==> src/rtl/tx_arbiter.sv <==
// Round-robin arbiter that shares one byte-wide serial transmitter among NUM_REQ sources.
// Runs the full Send/Sent handshake per byte, pulses ack to the winner, and can add an idle gap.
module tx_arbiter #(
    parameter int NUM_REQ    = 4,
    parameter int GAP_CYCLES = 0,
    localparam int GW        = (NUM_REQ > 1) ? $clog2(NUM_REQ) : 1
) (
    input  logic                 clk,
    input  logic                 reset,
    input  logic [NUM_REQ-1:0]   req,
    input  logic [8*NUM_REQ-1:0] din,
    output logic [NUM_REQ-1:0]   ack,
    output logic                 busy,
    output logic [GW-1:0]        grant_id,
    output logic                 tx_send,
    output logic [7:0]           tx_din,
    input  logic                 tx_sent
);

    localparam logic [1:0] IDLE  = 2'd0;
    localparam logic [1:0] SEND  = 2'd1;
    localparam logic [1:0] CLEAR = 2'd2;
    localparam logic [1:0] GAP   = 2'd3;

    localparam logic [GW:0]   NREQ_W   = (GW+1)'(NUM_REQ);
    localparam logic [15:0]   GAP_LOAD = (GAP_CYCLES > 0) ? 16'(GAP_CYCLES - 1) : 16'd0;

    logic [1:0]         state_q, state_d;
    logic [NUM_REQ-1:0] ack_q, ack_d;
    logic               tx_send_q, tx_send_d;
    logic [7:0]         tx_din_q, tx_din_d;
    logic [GW-1:0]      grant_id_q, grant_id_d;
    logic [GW-1:0]      rr_last_q, rr_last_d;
    logic [15:0]        gap_cnt_q, gap_cnt_d;

    logic               found;
    logic [GW-1:0]      winner;
    logic [GW:0]        cand;
    logic [7:0]         win_byte;
    logic [NUM_REQ-1:0] grant_oh;

    // Scan starts one past the last winner so a repeat requester yields to any other.
    always_comb begin
        found  = 1'b0;
        winner = '0;
        cand   = '0;
        for (int i = 1; i <= NUM_REQ; i++) begin
            cand = {1'b0, rr_last_q} + (GW+1)'(i);
            if (cand >= NREQ_W) cand = cand - NREQ_W;
            if (!found && req[cand[GW-1:0]]) begin
                found  = 1'b1;
                winner = cand[GW-1:0];
            end
        end
    end

    always_comb begin
        win_byte = 8'h00;
        grant_oh = '0;
        for (int j = 0; j < NUM_REQ; j++) begin
            if (winner == GW'(j)) win_byte = din[8*j +: 8];
            grant_oh[j] = (grant_id_q == GW'(j));
        end
    end

    always_comb begin
        state_d    = state_q;
        ack_d      = '0;
        tx_send_d  = tx_send_q;
        tx_din_d   = tx_din_q;
        grant_id_d = grant_id_q;
        rr_last_d  = rr_last_q;
        gap_cnt_d  = gap_cnt_q;
        case (state_q)
            IDLE: begin
                if (found) begin
                    tx_din_d   = win_byte;
                    grant_id_d = winner;
                    rr_last_d  = winner;
                    tx_send_d  = 1'b1;
                    state_d    = SEND;
                end
            end
            SEND: begin
                if (tx_sent) begin
                    tx_send_d = 1'b0;
                    ack_d     = grant_oh;
                    state_d   = CLEAR;
                end
            end
            CLEAR: begin
                if (!tx_sent) begin
                    if (GAP_CYCLES == 0) begin
                        state_d = IDLE;
                    end else begin
                        gap_cnt_d = GAP_LOAD;
                        state_d   = GAP;
                    end
                end
            end
            GAP: begin
                if (gap_cnt_q == 16'd0) state_d = IDLE;
                else                    gap_cnt_d = gap_cnt_q - 16'd1;
            end
            default: state_d = IDLE;
        endcase
    end

    always_ff @(posedge clk) begin
        if (!reset) begin
            state_q    <= IDLE;
            ack_q      <= '0;
            tx_send_q  <= 1'b0;
            tx_din_q   <= 8'h00;
            grant_id_q <= '0;
            rr_last_q  <= GW'(NUM_REQ - 1);
            gap_cnt_q  <= 16'd0;
        end else begin
            state_q    <= state_d;
            ack_q      <= ack_d;
            tx_send_q  <= tx_send_d;
            tx_din_q   <= tx_din_d;
            grant_id_q <= grant_id_d;
            rr_last_q  <= rr_last_d;
            gap_cnt_q  <= gap_cnt_d;
        end
    end

    assign ack      = ack_q;
    assign busy     = (state_q != IDLE);
    assign grant_id = grant_id_q;
    assign tx_send  = tx_send_q;
    assign tx_din   = tx_din_q;

endmodule

==> config.mk <==
export PLATFORM = sky130hd
export DESIGN_NAME = tx_arbiter
export DESIGN_NICKNAME = d
export VERILOG_FILES = /design/src/rtl/tx_arbiter.sv
export SDC_FILE = /design/constraint.sdc
export NUM_CORES = 1
export LEC_CHECK = 0
export BUFFER_PORTS_ARGS = -buffer_cell sky130_fd_sc_hd__buf_2
export CAP_MARGIN = 5
export CORE_ASPECT_RATIO = 0.6
export CORE_UTILIZATION = 56
export CTS_CLUSTER_SIZE = 12
export DETAILED_ROUTE_END_ITERATION = 10
export GPL_ROUTABILITY_DRIVEN = 0
export PLACE_DENSITY_LB_ADDON = 0.15
export SKIP_CTS_REPAIR_TIMING = 1
export SYNTH_ARGS = -nofsm -noshare
export SYNTH_HDL_FRONTEND = slang
export SYNTH_SLANG_ARGS = --single-unit
==> constraint.sdc <==
create_clock -name clk -period 4.2 [get_ports clk]
set_input_delay 0.63 -clock clk [delete_from_list [all_inputs] [get_ports clk]]
set_output_delay 0.63 -clock clk [all_outputs]
set_load 0.02 [all_outputs]
==> flow_metrics.py <==
metrics = {
    "status": {
        "status": "completed",
    },
    "min_path": {
        "worstHoldStart": "tx_din[7]",
        "min_to": "tx_din[7]",
        "hold_path_class": "reg2reg",
        "holdPathStages": 2,
    },
    "finish": {
        "area_growth_syn_to_layout_pct": 18.8,
        "drive_gt1_share_pct": 29.3,
        "multiInputGateArea_um2": 1210,
        "final_area_um2": 2370,
        "nNetsFinal": 310,
        "layout.area.seq_um2": 701,
        "n_antenna_cell": 0,
        "fin_cells": 315,
        "fillers": 264,
        "layout_commonest_cell": "buf_2",
        "final_cell_mix": "54 x buf_2, 35 x dfxtp_1, 22 x nand2_1",
    },
    "synth": {
        "synth_nets": 260,
        "synth_seq_area_share_pct": 35.1,
        "synth_edf_count": 0,
        "synthesis.area_um2": 2000,
        "synthDistinctLibCells": 52,
        "ys_seq_elements": 35,
        "async_flop_share_pct": 0,
        "synth_area_leader_cell": "dfxtp_1",
        "synth_cells": 219,
        "ys.flop_type": "dfxtp_1",
        "yosysWarnings": 0,
        "synth_area_leaders": "dfxtp_1 35%, mux2i_1 5.0%, and2_1 4.4%, nand2_1 4.1%, nand4_1 3.8%",
        "synth_top_cell_area_share_pct": 35.1,
        "syn_area_per_cell_um2": 9.12,
    },
    "grt": {
        "gr-usage-met1_pct": 38.6,
        "grt_use_total_pct": 25.7,
        "use_met2_pct": 31.4,
        "grt_max_degree": 31,
        "busiest_layer": "met1",
        "globalRouteOverflowTotal": 0,
        "grt_pass1_vias": 1407,
        "use_met3_pct": 10.3,
        "grt_pass1_wl_um": 7040,
        "antenna_found_initial": 0,
    },
    "timing": {
        "final-setup-viol-count": 0,
        "period_minus_slack_ns": 2.18,
        "slew_viol_final": 0,
        "worst_slew_pin_slew_ns": 0.721,
        "finalHoldViolCount": 0,
        "rsz0062_at_grt": "no",
        "tns_ns": 0,
        "fmax_ghz": 0.459,
        "fin_ws_ns": 2.02,
        "slew_headroom_pct": 51.6,
        "finalCritPeriodShare_pct": 51.9,
        "whs_ns": 0.470,
        "skew_ns": 0.00594,
    },
    "floorplan": {
        "rows": 16,
        "start_util_pct": 60.1,
        "die_area_um2": 3820,
        "chipWidth_um": 79.1,
        "coreArea_um2": 3320,
        "die_h_um": 48.3,
        "io_pins": 55,
    },
    "pwr": {
        "p_switching_uw": 249,
        "p_comb_share_pct": 20.2,
        "p_per_area_nw_per_um2": 357,
        "pwr-share-seq_pct": 43.7,
        "p_leak_uw": 0.00103,
        "clkPwrFrac_pct": 36.2,
        "ir_worst_vdd_mv": 0.286,
        "cell_internal_pwr_uw": 597,
        "switching_share_pct": 29.4,
    },
    "drt": {
        "drt_iter0_markers": 93,
        "ant_nets": 0,
        "avgViaCountPerCell": 5.70,
        "wl_per_cell_um": 14.1,
        "first_pass_iters": 4,
        "vias": 1797,
        "drc": 0,
        "routed_wl_um": 4450,
    },
    "run": {
        "maxCapViolCount": 0,
    },
    "clock_tree": {
        "clk_latency_ns": 0.30,
        "numCtsBuffers": 5,
        "cts_sinks": 35,
        "cts_max_level": 2,
        "cts_buffer_depth": 2,
        "clk_pin_slew_worst_paths_ns": 0.07,
        "root_buffer": "clkbuf_8",
        "cts_tree": "done",
    },
    "worst_setup_path": {
        "critPathLaunchType": "flop",
        "critPathMaxStageDelay_ns": 0.49,
        "crit_fanout": 10,
        "timing.rr.start": "state_q[1]",
        "timing.rr.end": "tx_din[1]",
        "ff2ff_setup_slack_ns": 2.20,
        "ff2ff_path_depth": 5,
        "arrival_ns": 1.55,
        "cp_cell_sequence": "or2_0, buf_2",
        "cpMaxStageDelayCell": "dfxtp_1",
        "critPathLaunch": "state_q[1]",
        "crit_type": "reg2out",
        "cp-end-kind": "output port",
        "critPathRequiredTime_ns": 3.57,
    },
    "placed_design": {
        "hpwlAfterDp_um": 3290,
        "port_buffers": 54,
        "pre_cts_ws_ns": 1.89,
        "placed_cells": 307,
        "placed_cell_area_um2": 2260,
    },
}
## worst max-delay path by stage
stage          cells after the start         to  slack [ns]
5_1_grt                            2       busy        1.94
3_3_place_gp                       5  tx_din[0]        1.91
4_1_cts                            2       busy        2.03
2_1_floorplan                      6  tx_din[0]        2.49
3_5_place_dp                       5  tx_din[3]        1.89
6_report                           2       busy        2.02
## synth_stat cells, types with 2 or more instances
library cell   n
dfxtp_1       35
nand2_1       22
and2_1        14
nand4_1       12
mux2i_1       10
a211o_1        8
nor2_1         8
o211ai_1       8
o31ai_1        8
nor3_1         7
xnor2_1        7
clkbuf_1       5
inv_1          5
o21ai_0        5
nand2b_1       4
nand3_1        4
xor2_1         4
a21boi_0       3
buf_2          3
nand3_2        3
nor4_2         3
o21a_1         3
o41ai_1        3
a21oi_1        2
buf_6          2
ha_1           2
nand4b_1       2
nor2b_1        2
nor4_4         2
## flip-flops by register name, indices dropped and copies added (netlist names)
name / cells
ack: 4
gap_cnt_q: 16
grant_id: 2
rr_last_q: 2
state_q: 2
tx_din: 8
tx_send: 1
## per-layer routing
layer	wire length (um)	up-vias	share of wire (%)
met1	2330	807	52
li1	-	916	-
met4	78	0	1.8
met3	406	10	9.1
met2	1640	64	37
met5	0	-	0
## power by group through the flow
stage / Combinational, uW / Sequential (uW) / Clock (uW)
6_report: 171 / 370 / 306
5_1_grt: 187 / 373 / 328
4_1_cts: 170 / 369 / 311
3_5_place_dp: 169 / 377 / 0
3_3_place_gp: 166 / 376 / 0
2_1_floorplan: 104 / 391 / 0
## per-stage QoR
step,util (%),power [uW]
3_5_place_dp,68.0,546
5_1_grt,71.4,889
6_report,71.4,847
2_1_floorplan,-,495
4_1_cts,71.4,851
3_3_place_gp,68.0,542
## area by class of cell
type                       count  area share (%)
multi-input combinational    168            51.2
inverter                       5           0.791
timing repair buffer          54            11.4
clock inverter                 3            1.85
clock buffer                   5            2.90
sequential                    35            29.5
tap                           45            2.37
## worst max-delay path: cells and delay by family (launching register included)
kind	cells	cell delay, ns
and+or+nand+nor	1	0.49
DFF	1	0.49
buffers and inverters	1	0.27
## logic make-up after synthesis
group	Yosys count	share of synthesized area, %
compound gates	48	18.3
xor+xnor	11	4.82
fa+ha+maj	2	1.25
buf+inv	16	4.13
flops	35	35.1
mux	10	5.01
simple gates	97	31.4
(Power assumes the default switching activity.)
